## src/rtl/ascon_pack.sv

```systemverilog
// Shared types and constants for the Ascon permutation control path.
// Holds the FSM encoding and the supported round counts.
package ascon_pack;

  typedef enum logic [1:0] {
    IDLE = 2'd0,
    RUN  = 2'd1,
    DONE = 2'd2
  } state_t;

  localparam logic [3:0] ROUNDS_12  = 4'd12;
  localparam logic [3:0] ROUNDS_8   = 4'd8;
  localparam logic [3:0] ROUNDS_6   = 4'd6;
  localparam logic [3:0] LAST_ROUND = 4'd11;

  function automatic logic [3:0] rounds_of(input logic [1:0] sel);
    logic [3:0] n;
    case (sel)
      2'b01:   n = ROUNDS_8;
      2'b10:   n = ROUNDS_6;
      default: n = ROUNDS_12;
    endcase
    return n;
  endfunction

endpackage

```

## src/rtl/round_counter.sv

```systemverilog
// 4-bit loadable up-counter tracking the permutation round index.
// Load takes priority over enable.
module round_counter (
  input  logic       clock,
  input  logic       reset,
  input  logic       load,
  input  logic [3:0] load_value,
  input  logic       enable,
  output logic [3:0] count
);

  always_ff @(posedge clock or posedge reset) begin
    if (reset) begin
      count <= 4'd0;
    end else if (load) begin
      count <= load_value;
    end else if (enable) begin
      count <= count + 4'd1;
    end
  end

endmodule

```

## src/rtl/permutation_ctrl.sv

```systemverilog
// Round sequencer for the Ascon permutation: IDLE -> RUN (N rounds) -> DONE.
// All outputs decode from the state register and round counter only.
module permutation_ctrl
  import ascon_pack::*;
(
  input  logic       clock_i,
  input  logic       reset_i,
  input  logic       start_i,
  input  logic [1:0] rounds_sel_i,
  output logic [3:0] round_o,
  output logic       en_reg_state_o,
  output logic       sel_init_o,
  output logic       busy_o,
  output logic       done_o
);

  state_t     state_q;
  state_t     state_d;
  logic [3:0] n_q;
  logic [3:0] n_sel;
  logic [3:0] cnt;
  logic       load;
  logic       cnt_en;

  assign n_sel = rounds_of(rounds_sel_i);

  always_ff @(posedge clock_i or posedge reset_i) begin
    if (reset_i) begin
      state_q <= IDLE;
      n_q     <= ROUNDS_12;
    end else begin
      state_q <= state_d;
      if (load) begin
        n_q <= n_sel;
      end
    end
  end

  round_counter u_round_counter (
    .clock      (clock_i),
    .reset      (reset_i),
    .load       (load),
    .load_value (ROUNDS_12 - n_sel),
    .enable     (cnt_en),
    .count      (cnt)
  );

  always_comb begin
    state_d        = state_q;
    load           = 1'b0;
    cnt_en         = 1'b0;
    round_o        = 4'd0;
    en_reg_state_o = 1'b0;
    sel_init_o     = 1'b0;
    busy_o         = 1'b0;
    done_o         = 1'b0;
    unique case (state_q)
      IDLE: begin
        if (start_i) begin
          load    = 1'b1;
          state_d = RUN;
        end
      end
      RUN: begin
        en_reg_state_o = 1'b1;
        busy_o         = 1'b1;
        round_o        = cnt;
        // First round of a run is the one the counter was loaded with.
        sel_init_o     = (cnt == (ROUNDS_12 - n_q));
        if (cnt == LAST_ROUND) begin
          state_d = DONE;
        end else begin
          cnt_en = 1'b1;
        end
      end
      DONE: begin
        done_o = 1'b1;
        if (start_i) begin
          load    = 1'b1;
          state_d = RUN;
        end else begin
          state_d = IDLE;
        end
      end
      default: begin
        state_d = IDLE;
      end
    endcase
  end

endmodule

```

## config.mk

```make
export PLATFORM = sky130hd
export DESIGN_NAME = permutation_ctrl
export DESIGN_NICKNAME = d
export VERILOG_FILES = /design/src/rtl/ascon_pack.sv /design/src/rtl/round_counter.sv /design/src/rtl/permutation_ctrl.sv
export SDC_FILE = /design/constraint.sdc
export NUM_CORES = 1
export LEC_CHECK = 0
export BUFFER_PORTS_ARGS = -buffer_cell sky130_fd_sc_hd__buf_2
export CAP_MARGIN = 15
export CORE_AREA = 2 2 39 41
export DETAILED_ROUTE_END_ITERATION = 8
export DIE_AREA = 0 0 41 43
export GPL_TIMING_DRIVEN = 0
export HOLD_SLACK_MARGIN = 0.1
export PLACE_DENSITY_LB_ADDON = 0.2
export SYNTH_ARGS = -nofsm -noshare
export SYNTH_HDL_FRONTEND = slang
export SYNTH_SLANG_ARGS = --single-unit
```

## constraint.sdc

```tcl
create_clock -name clock_i -period 1.7 [get_ports clock_i]
set_input_delay 0.085 -clock clock_i [delete_from_list [all_inputs] [get_ports clock_i]]
set_output_delay 0.085 -clock clock_i [all_outputs]
set_load 0.05 [all_outputs]
```

After elaboration in Yosys (flattened, before gate mapping)
Index checks and enable logic that the tools add are counted.

word-level totals
  input port bits = 5
  output and inout port bits = 8
  logic and storage cells = 33
  register bits = 10

cells by class
  equal/unequal tests = 8
  mux-type cells = 15
  add/sub/neg operators = 3
  reductions and logical operators = 4

operators by type and width
  operator                                                                count
  4-bit 2-to-1 mux                                                        3
  1-bit 2-to-1 mux                                                        8
  4-bit case mux with 2 select lines                                      1
  4-bit subtractor (first input constant)                                 2
  2-bit case mux with 3 select lines                                      1
  4-bit by 1-bit adder with 4-bit output (second input constant)          1
  2-bit by 1-bit equality test with 1-bit output (second input constant)  2
  2-bit equality test (second input constant)                             2
  4-bit equality test                                                     1
  4-bit equality test (second input constant)                             1
  2-bit 2-to-1 mux                                                        2
  2-bit != test (second input constant)                                   2
  2-bit logical NOT                                                       1
  2-bit AND reduction                                                     1
  2-bit nonzero test                                                      1
  2-bit OR reduction                                                      1

Longest topological paths before layout
Gate-level depths: netlist (run 1).

  depth after elaboration = 5
  depth in mapped cells = 4
  depth with buffers taken out = 4

Hierarchy
From an unflattened synthesis (run 1), not the netlist that was laid out.

second synthesis, totals
  cells, all modules = 58
  area, all modules = 593.1 µm²

modules (own cells, without submodules)
  module            area an instance (µm²)  seq. area each (µm²)  cells each  instances
  permutation_ctrl  392.9                   127.6                 39          1
  round_counter     200.2                   100.1                 19          1

Worst setup path after synthesis (run 1)
No wires, ideal clock.

  path type = reg-to-output
  from = register state_q[1]
  to = output port round_o[0]
  path buffers = 1
  cell stages (with the launch flop) = 5
  required time = 1.615 ns
  arrival = 1.518 ns
  setup slack = 0.097 ns
  path through = dfrtp_1 nand2b_1 clkbuf_1 inv_1 and2_1

on the way
  cells in the longest elaborated chain, start to end = 2

RTL lines
  item                                            line                    text
  start: declaration                              permutation_ctrl.sv:17  state_t state_q;
  start signal: assignment                        permutation_ctrl.sv:32  state_q <= state_d;
  2-bit by 1-bit equality test with 1-bit output  permutation_ctrl.sv:57  unique case (state_q)
  4-bit 2-to-1 mux                                permutation_ctrl.sv:57
  end: declaration                                permutation_ctrl.sv:10  output logic [3:0] round_o,

Every way passes these cells.

Final worst setup path (run 1)
  from = register n_q[2]
  to = output port sel_init_o

on the way
  cells in the longest elaborated chain, start to end = 3

RTL lines
  item                      line                    text
  start: declaration        permutation_ctrl.sv:19  logic [3:0] n_q;
  start signal: assignment  permutation_ctrl.sv:34  n_q <= n_sel;
  4-bit subtractor          permutation_ctrl.sv:69  sel_init_o = (cnt == (ROUNDS_12 - n_q));
  4-bit equality test       permutation_ctrl.sv:69
  1-bit 2-to-1 mux          permutation_ctrl.sv:57
  end: declaration          permutation_ctrl.sv:12  output logic sel_init_o,

Every way passes these cells.

==> metrics.md, run 1 <==
| Metric | Value |
|---|---|
| CTS Buf Count | `3` |
| Dpl hpwl | `791 µm` |
| Ys async rst share | `1.00` |
| Fmax | `0.630 GHz` |
| RSZ-0062 raised after global routing | `no` |
| # DRC | `0` |
| Period minus WS final | `1.59 ns` |
| Core Area | `1380 µm²` |
| Post-synthesis mux area share | `0.0551` |
| CP Launch Type | `flip-flop` |
| Relative slew slack | `0.777` |
| Max-slew violations | `0` |
| Post-Synth Adder-Cell Area | `0.110` |
| Initial antenna violation count | `0` |
| Cells after Synth | `59` |
| Data arrival, critical path | `1.50 ns` |
| Starting density of the core | `0.410` |
| Most used DFF post-synth | `dfrtp_1` |
| Top-count cell post-synth | `dfrtp_1` |
| Post-synth top area share | `0.308` |
| Crit path from | `n_q[2]$_DFFE_PP1P_` |
| Wire per inst | `11.7 µm` |
| Antenna cells | `0` |
| R2r endpoint | `u_round_counter.count[0]$_DFFE_PP0P_` |
| DRT iter0 DRCs | `20` |
| I/O pin total | `13` |
| Compound-Gate Fraction of Synth Area | `0.112` |
| Top post-synthesis cells by area | `dfrtp_1, ha_1, dfstp_2` |
| Worst Tran Pin Value | `0.334 ns` |
| Die height | `43 µm` |
| Reg-to-Reg Start | `u_round_counter.count[0]$_DFFE_PP0P_` |
| GRT Total Usage | `0.154` |
| CP Capture Point | `sel_init_o` |
| Global-route wire length before repair | `1750 µm` |
| Yosys synthesis warning count | `0` |
| CTS tree | `yes` |
| Share of layout cells above drive strength 1 | `0.333` |
| Area Overhead vs Synth | `24.9%` |
| Post-Synth Simple-Gate Area | `0.198` |
| Worst skew pair latency | `0.26 ns` |
| Vias per cell | `5.10` |
| Hold Violations, Final | `0` |
| Syn avg cell area | `9.63 µm²` |
| Final setup fails | `0` |
| Post-synth cell types | `29` |
| Grt ovf | `0` |
| CTS clk-pin slew, worst paths | `0.06 ns` |
| Port bufs | `12` |
| FF-to-FF path depth | `4` |
| Cell taking the most area after synthesis | `dfrtp_1` |
| Post-synth top cells | `dfrtp_1, o21ai_0, ha_1, inv_1, and2_1` |
| Final WL | `1070 µm` |
| Required time of the critical path | `1.62 ns` |
| Fin crit share | `0.934` |
| EDFF count, synth | `0` |
| WS Path Type | `flip-flop to output port` |
| Sequential area share after synthesis | `0.401` |
| Post-route antenna net violation count | `0` |
| Drt first pass iters | `2` |
| Outcome | `complete, no violations` |
| Clk sinks | `9` |
| Final WS setup | `0.112 ns` |
| GPL Wtd Cong | `0.684` |
| R2R Setup Slk | `0.27 ns` |
| Main combinational cell family by area after synthesis | `simple AND/OR/NAND/NOR gates` |
| Hold/Removal Path Class | `input port to flip-flop` |
| Net Count, Synth | `69` |
| Post-Synthesis Cell Area | `568 µm²` |
| Final TNS setup | `0 ns` |
| Worst slack, placed | `0.267 ns` |
| CP Max Fanout | `2` |
| Via count | `464` |
| CTS Root Cell | `clkbuf_4` |
| Crit end category | `output port` |
| H-tree depth | `1` |
| Final setup skew | `0.00250 ns` |
| Hold_sp | `rounds_sel_i[1]` |
| Final net count | `86` |
| Post-synthesis register bit count | `9` |
| Die width | `41 µm` |
| Post-synthesis xor/xnor area fraction | `0.0617` |
| Largest net degree at the start of global routing | `11` |
| Die footprint | `1760 µm²` |
| Number of global-route vias before repair | `431` |
| Row count | `14` |
| Max_cap viols | `0` |
| Clock Path Buffers | `2` |
==> critical path, stage by stage (launching register included) <==
cell and delay [ns]:
dfstp_2 0.55, ha_4 0.13, xnor2_2 0.10, xnor2_1 0.12, and3_1 0.18, buf_6 0.16
==> sequential cells by signal, indices dropped and copies added (netlist names) <==
name,cells
n_q,3
u_round_counter.count,4
state_q,2
==> cells by family after synthesis <==
kind of cell	Yosys count
xor gates and xnor gates	4
AOI/OAI and AO/OA	11
and+or+nand+nor	19
DFF	9
muxes	3
buffers and inverters	8
adders and majority gates	5
==> worst min path at each step <==
stage	cells after the start	end	slack, ns
after floorplan	1	n_q[1]$_DFFE_PP0P_	-0.09
after global routing	3	n_q[3]$_DFFE_PP1P_	0.16
after global placement	2	state_q[1]$_DFFE_PP0P_	0.07
final	3	n_q[3]$_DFFE_PP1P_	0.14
after detailed placement	2	u_round_counter.count[2]$_DFFE_PP0P_	0.07
after CTS	3	n_q[3]$_DFFE_PP1P_	0.14
==> cell type report <==
cell class	count	area, µm²
Clock buffer	4	26.3
Inverter	5	18.8
Timing Repair Buffer	13	76.3
Multi-Input combinational cell	42	328
Sequential cell	9	228
Fill cell	147	674
Buffer	2	12.5
Tap cell	16	20.0
==> repair_timing <==
item,in CTS,in global routing
gates resized for setup,1,5
pin swaps,0,2
cloned,0,0
setup buffers,0,0
setup endpoints to repair,1,6
hold buffers,1,0
hold endpoints to repair,9,0
==> through the flow <==
stage	area, µm²	util	instances	hold WS, ns
2_1_floorplan	568	-	59	-0.0885
3_3_place_gp	648	0.468	87	0.0668
3_5_place_dp	648	0.468	87	0.0656
4_1_cts	687	0.496	92	0.140
5_1_grt	709	0.513	91	0.161
6_report	709	0.513	91	0.143
==> layout by cell type (no fill, tap or decap), drive strengths merged <==
cell and instances:
a21boi 1, a21oi 2, a31oi 1, and2 4, and3 1, and3b 1
buf 14, clkbuf 4, dfrtp 7, dfstp 2, dlygate4sd3 1, ha 5
inv 5, mux2 1, mux2i 2, nand2 2, nand2b 2, nand3 1
nand3b 1, nor2 2, nor2b 1, nor3 1, nor3b 1, o21ai 6
o31a 1, or3 2, xnor2 2, xor2 2
==> layer usage <==
| layer | up-vias | GRT usage | routed length, µm |
|---|---|---|---|
| met5 | - | 0 | 0 |
| met4 | 0 | 0.120 | 12 |
| met3 | 2 | 0.0471 | 48 |
| met2 | 11 | 0.234 | 542 |
| met1 | 220 | 0.166 | 466 |
| li1 | 231 | - | - |
Power of run 1 is not shown: default switching activity piles up to over one toggle a cycle in this logic, so the estimate is an artifact.
==> run 2: changes to the inputs <==
--- a/config.mk
+++ b/config.mk
@@ -14,4 +14,5 @@
 export HOLD_SLACK_MARGIN = 0.1
 export PLACE_DENSITY_LB_ADDON = 0.2
+export SLEW_MARGIN = 20
 export SYNTH_ARGS = -nofsm -noshare
 export SYNTH_HDL_FRONTEND = slang
==> constraint.sdc (replaced) <==
create_clock -name clock_i -period 1.7 [get_ports clock_i]
set_input_delay 0.085 -clock clock_i [delete_from_list [all_inputs] [get_ports clock_i]]
set_output_delay 0.085 -clock clock_i [all_outputs]
set_load 0.005 [all_outputs]
==> run 2 against run 1 <==
Critical path depth stayed put. Global-route usage stayed put. Setup slack better by 0.043 ns. Cell count stayed put. Critical path type unchanged. Non-clock buffer count stayed put. Utilization is 2.1 points lower. Routed wire length is 3.0% lower. Clock skew is 0.0016 ns higher. Largest cell class unchanged. Via count is 1.9% lower. Sequential share of layout area is 1.4 points higher. Die area stayed put.
==> metrics.md, run 2 (same netlist as run 1, synthesis figures left out) <==
| Metric | Value |
|---|---|
| Required time of the critical path | `1.62 ns` |
| Share of layout cells above drive strength 1 | `0.293` |
| Die footprint | `1760 µm²` |
| Data arrival, critical path | `1.46 ns` |
| Total Power | `1.21 mW` |
| Hold_ws | `0.145 ns` |
| Hold/Removal Path Class | `input port to flip-flop` |
| Maximum VDD drop | `0.683 mV` |
| Vias per cell | `5.00` |
| Worst Tran Pin Value | `0.340 ns` |
| H-tree depth | `1` |
| Top Registers | `u_round_counter.count: 4 flops, n_q: 3 flops, state_q: 2 flops` |
| Worst slack, placed | `0.291 ns` |
| Power Dens Cells | `1780 nW/µm²` |
| RSZ-0062 raised after global routing | `no` |
| Final setup skew | `0.00408 ns` |
| Row count | `14` |
| Commonest non-fill, non-tap cell in the layout | `buf_2` |
| DRT iter0 DRCs | `10` |
| Starting density of the core | `0.410` |
| Relative slew slack | `0.773` |
| GPL Wtd Cong | `0.684` |
| Fmax | `0.647 GHz` |
| CTS Buf Count | `3` |
| Wire per inst | `11.4 µm` |
| Final net count | `86` |
| Period minus WS final | `1.55 ns` |
| Largest net degree at the start of global routing | `11` |
| Most frequent cells in the layout | `buf_2, dfrtp_1, o21ai_0` |
| GRT Total Usage | `0.154` |
| Fillers | `148` |
| Antenna cells | `0` |
| Port bufs | `12` |
| CP Max Fanout | `2` |
| Crit end category | `output port` |
| Drt first pass iters | `4` |
| Die width | `41 µm` |
| Number of global-route vias before repair | `431` |
| CTS clk-pin slew, worst paths | `0.06 ns` |
| Static Leak | `0.356 nW` |
| Post-route antenna net violation count | `0` |
| Via count | `455` |
| Final TNS setup | `0 ns` |
| Dpl hpwl | `791 µm` |
| Max_cap viols | `0` |
| Final setup fails | `0` |
| Max reg flops | `4` |
| I/O pin total | `13` |
| Grt ovf | `0` |
| Area Overhead vs Synth | `19.8%` |
| WS Path Type | `flip-flop to output port` |
| Final WL | `1040 µm` |
| Clk sinks | `9` |
| Clock Path Buffers | `2` |
| Top reg by flops | `u_round_counter.count` |
| Die height | `43 µm` |
| Outcome | `complete, no violations` |
| Final WS setup | `0.155 ns` |
| CTS tree | `yes` |
| # resized after CTS | `0` |
| Global-route wire length before repair | `1750 µm` |
| CTS Root Cell | `clkbuf_4` |
| Core Area | `1380 µm²` |
| Max-slew violations | `0` |
| Fin crit share | `0.909` |
| # DRC | `0` |
| CP Launch Type | `flip-flop` |
| Initial antenna violation count | `0` |
| Hold Violations, Final | `0` |
| Worst skew pair latency | `0.26 ns` |
## run 2: cell counts in the layout (fill, tap and decap cells not counted)
Identical to the previous run, type by type.
## run 2: path summary, 6_finish.rpt
check	cells past startpoint	end	start	slack [ns]
setup / recovery	5	sel_init_o	n_q[2]$_DFFE_PP1P_	0.15
hold / removal	3	n_q[3]$_DFFE_PP1P_	rounds_sel_i[1]	0.15
setup reg to reg	4	u_round_counter.count[0]$_DFFE_PP0P_	u_round_counter.count[0]$_DFFE_PP0P_	0.27
hold reg to reg	2	n_q[2]$_DFFE_PP1P_	n_q[2]$_DFFE_PP1P_	0.49
max in group asynchronous	3	n_q[3]$_DFFE_PP1P_	reset_i	1.08
min in group asynchronous	3	u_round_counter.count[1]$_DFFE_PP0P_	reset_i	0.32
## run 2: stage by stage
stage | instances | utilization | cell area [µm²]
3_5_place_dp | 87 | 0.468 | 648
5_1_grt | 91 | 0.492 | 681
4_1_cts | 92 | 0.495 | 684
6_report | 91 | 0.492 | 681
2_1_floorplan | 59 | - | 568
3_3_place_gp | 87 | 0.468 | 648
## run 2: cell type report
| cell class | instances | area (µm²) | share of cell area |
|---|---|---|---|
| clock buffers | 4 | 26.3 | 0.0386 |
| well taps | 16 | 20.0 | 0.0294 |
| inverters | 5 | 18.8 | 0.0276 |
| flip-flops and latches | 9 | 228 | 0.335 |
| multi-input cells | 42 | 305 | 0.449 |
| plain buffers | 2 | 12.5 | 0.0184 |
| repair buffers | 13 | 70.1 | 0.103 |
## run 2: timing repair
action,in CTS,in global routing
hold buffers,1,0
setup endpoints to repair,0,1
buffers inserted,0,0
hold endpoints to repair,9,0
## run 2: worst max-delay path, stage by stage, from the launching register on
cell and delay (ns):
dfstp_2 0.53, ha_1 0.15, xnor2_1 0.13, xnor2_1 0.13
and3_1 0.17, buf_2 0.11
## run 2: power breakdown
group,internal (mW),switching [mW]
logic,0.333,0.266
registers,0.333,0.114
clock network,0.0904,0.0738
total,0.757,0.454
## run 2: routing by layer
| metal | GRT usage | vias up | part of all wire | routed length [µm] |
|---|---|---|---|---|
| met3 | 0.0471 | 2 | 0.056 | 58 |
| met4 | 0.120 | 0 | 0.012 | 12 |
| met1 | 0.166 | 210 | 0.44 | 452 |
| met2 | 0.234 | 13 | 0.49 | 513 |
| met5 | 0 | - | 0 | 0 |
| li1 | - | 230 | - | - |
Power figures use the tool's default switching activity.
==> run 3: changes to the inputs <==
Settings changed: CELL_PAD_IN_SITES_DETAIL_PLACEMENT from default to 1, CELL_PAD_IN_SITES_GLOBAL_PLACEMENT from default to 1, CORE_AREA 2 2 39 41 to default, CORE_UTILIZATION from default to 40, CTS_BUF_LIST from default to sky130_fd_sc_hd__clkbuf_4, DIE_AREA 0 0 41 43 to default.
==> run 3 against run 2 <==
Sequential power rose by 2%. Cell count fell by 1.1%. Clock skew barely moved. Fmax rose by 0.58%. Global-route usage rose by 4.8 points. Critical endpoint unchanged. Highest routed layer unchanged.
==> metrics.md, run 3 (same netlist as run 1, synthesis figures left out) <==
| Metric | Value |
|---|---|
| CP Max Fanout | `3` |
| Number of global-route vias before repair | `437` |
| Period minus WS final | `1.54 ns` |
| Worst Tran Pin Value | `0.343 ns` |
| CTS clk-pin slew, worst paths | `0.06 ns` |
| Final net count | `86` |
| Clk pwr share | `0.145` |
| R2R Setup Slk | `0.23 ns` |
| Critical Path Max Stage Delay | `0.42 ns` |
| Final setup fails | `0` |
| Initial antenna violation count | `0` |
| CP Launch Type | `flip-flop` |
| Final WL | `1220 µm` |
| Worst Hold Depth | `3` |
| Antenna cells | `0` |
| Share of layout cells above drive strength 1 | `0.307` |
| GRT Total Usage | `0.202` |
| WS Path Type | `flip-flop to output port` |
| Worst slack, placed | `0.256 ns` |
| Power Dens Cells | `1840 nW/µm²` |
| Gate power share | `0.490` |
| Sw Ratio | `0.383` |
| Hold_sp | `rounds_sel_i[1]` |
| Core Area | `1320 µm²` |
| Max_cap viols | `0` |
| CTS Buf Count | `3` |
| Global-route wire length before repair | `1970 µm` |
| Die width | `39.7 µm` |
| Top reg by flops | `u_round_counter.count` |
| Max stage delay cell, worst path | `dfrtp_1` |
| Fin util | `0.519` |
| Most frequent cells in the layout | `buf_2, dfrtp_1, o21ai_0` |
| R2r endpoint | `u_round_counter.count[0]$_DFFE_PP0P_` |
| Fillers | `167` |
| Max reg flops | `4` |
| Final setup skew | `0.00398 ns` |
| DRT iter0 DRCs | `0` |
| Hold path endpoint | `u_round_counter.count[2]$_DFFE_PP0P_` |
| Hold/Removal Path Class | `input port to flip-flop` |
| Hold_ws | `0.151 ns` |
| # DRC | `0` |
| RSZ-0062 raised after global routing | `no` |
| Clock Path Buffers | `2` |
| Clk sinks | `9` |
| Fmax | `0.651 GHz` |
| Dpl hpwl | `939 µm` |
| Port bufs | `12` |
| Grt ovf | `0` |
| Commonest non-fill, non-tap cell in the layout | `buf_2` |
| Final TNS setup | `0 ns` |
| Post-route antenna net violation count | `0` |
| Data arrival, critical path | `1.45 ns` |
| Top Registers | `u_round_counter.count: 4 flops, n_q: 3 flops, state_q: 2 flops` |
| Cell mode on critical path | `xnor2_1` |
| Worst skew pair latency | `0.26 ns` |
| Internal cell power | `0.774 mW` |
| I/O pin total | `13` |
| Area Overhead vs Synth | `20.3%` |
| Hold Violations, Final | `0` |
| H-tree depth | `1` |
| Fin crit share | `0.904` |
| CTS Root Cell | `clkbuf_4` |
| Required time of the critical path | `1.62 ns` |
| Outcome | `complete, no violations` |
| Die height | `39.7 µm` |
| FF-to-FF path depth | `4` |
| GPL Wtd Cong | `0.762` |
| Row count | `13` |
| Relative slew slack | `0.771` |
| Drt first pass iters | `1` |
| Sequential share of power | `0.365` |
| Reg-to-Reg Start | `u_round_counter.count[0]$_DFFE_PP0P_` |
| Final WS setup | `0.163 ns` |
| CP Cell Sequence | `ha_1, xnor2_1, xnor2_1, and3_1, buf_2` |
| Via count | `451` |
| Vias per cell | `5.01` |
| P_sw | `0.480 mW` |
| Starting density of the core | `0.431` |
| Largest net degree at the start of global routing | `11` |
| Static Leak | `0.359 nW` |
| Wire per inst | `13.6 µm` |
| CTS tree | `yes` |
| Die footprint | `1570 µm²` |
| Crit end category | `output port` |
| Max-slew violations | `0` |
| Maximum VDD drop | `0.881 mV` |
==> run 3: how the worst max path moves through the flow <==
stage	cells after the start	slack [ns]	start	to
after floorplan	4	0.40	u_round_counter.count[0]$_DFFE_PP0P_	u_round_counter.count[0]$_DFFE_PP0P_
after global placement	4	0.31	u_round_counter.count[0]$_DFFE_PP0P_	u_round_counter.count[0]$_DFFE_PP0P_
after detailed placement	4	0.26	u_round_counter.count[0]$_DFFE_PP0P_	u_round_counter.count[0]$_DFFE_PP0P_
after CTS	5	0.06	state_q[0]$_DFFE_PP0P_	round_o[2]
after global routing	5	0.05	n_q[1]$_DFFE_PP0P_	sel_init_o
final	5	0.16	n_q[1]$_DFFE_PP0P_	sel_init_o
==> run 3: per-stage QoR <==
stage	power, mW	cell area [µm²]	std cells
after global routing	1.40	683	90
after detailed placement	1.09	647	86
after floorplan	0.880	568	59
final	1.25	683	90
after CTS	1.28	687	91
after global placement	1.05	647	86
==> run 3: per-layer routing <==
layer	vias to the layer above	routed length (µm)	global-route usage
met4	0	12	0.129
met5	-	0	0
li1	230	-	-
met2	8	560	0.295
met3	2	26	0.0341
met1	211	623	0.270
==> run 3: cell type report <==
cell class / count / area [µm²] / area share
Buffer: 2 / 12.5 / 0.0183
Clock buffer: 4 / 30.0 / 0.0440
Inverter: 5 / 18.8 / 0.0275
Multi-Input combinational cell: 42 / 305 / 0.447
Sequential cell: 9 / 228 / 0.333
Tap cell: 15 / 18.8 / 0.0275
Timing Repair Buffer: 13 / 70.1 / 0.103
==> run 3: power by group through the flow <==
stage | clock [mW] | combinational (mW) | sequential (mW)
after floorplan | 0 | 0.460 | 0.420
after global placement | 0 | 0.593 | 0.455
after detailed placement | 0 | 0.631 | 0.461
after CTS | 0.185 | 0.636 | 0.457
after global routing | 0.199 | 0.720 | 0.478
final | 0.182 | 0.615 | 0.458
==> run 3: critical path: cells and delay by family (launching register included) <==
kind / cells / cell delay (ns)
xor gates and xnor gates: 2 / 0.30
buffers and inverters: 1 / 0.10
adders and majority gates: 1 / 0.22
DFF: 1 / 0.42
and+or+nand+nor: 1 / 0.15
==> run 3: timing repair <==
| item | CTS | global route |
|---|---|---|
| hold endpoints to repair | 9 | 0 |
| gates resized for setup | 0 | 0 |
| endpoints found under the setup margin | 0 | 2 |
| hold buffers | 1 | 0 |
| setup buffers | 0 | 0 |
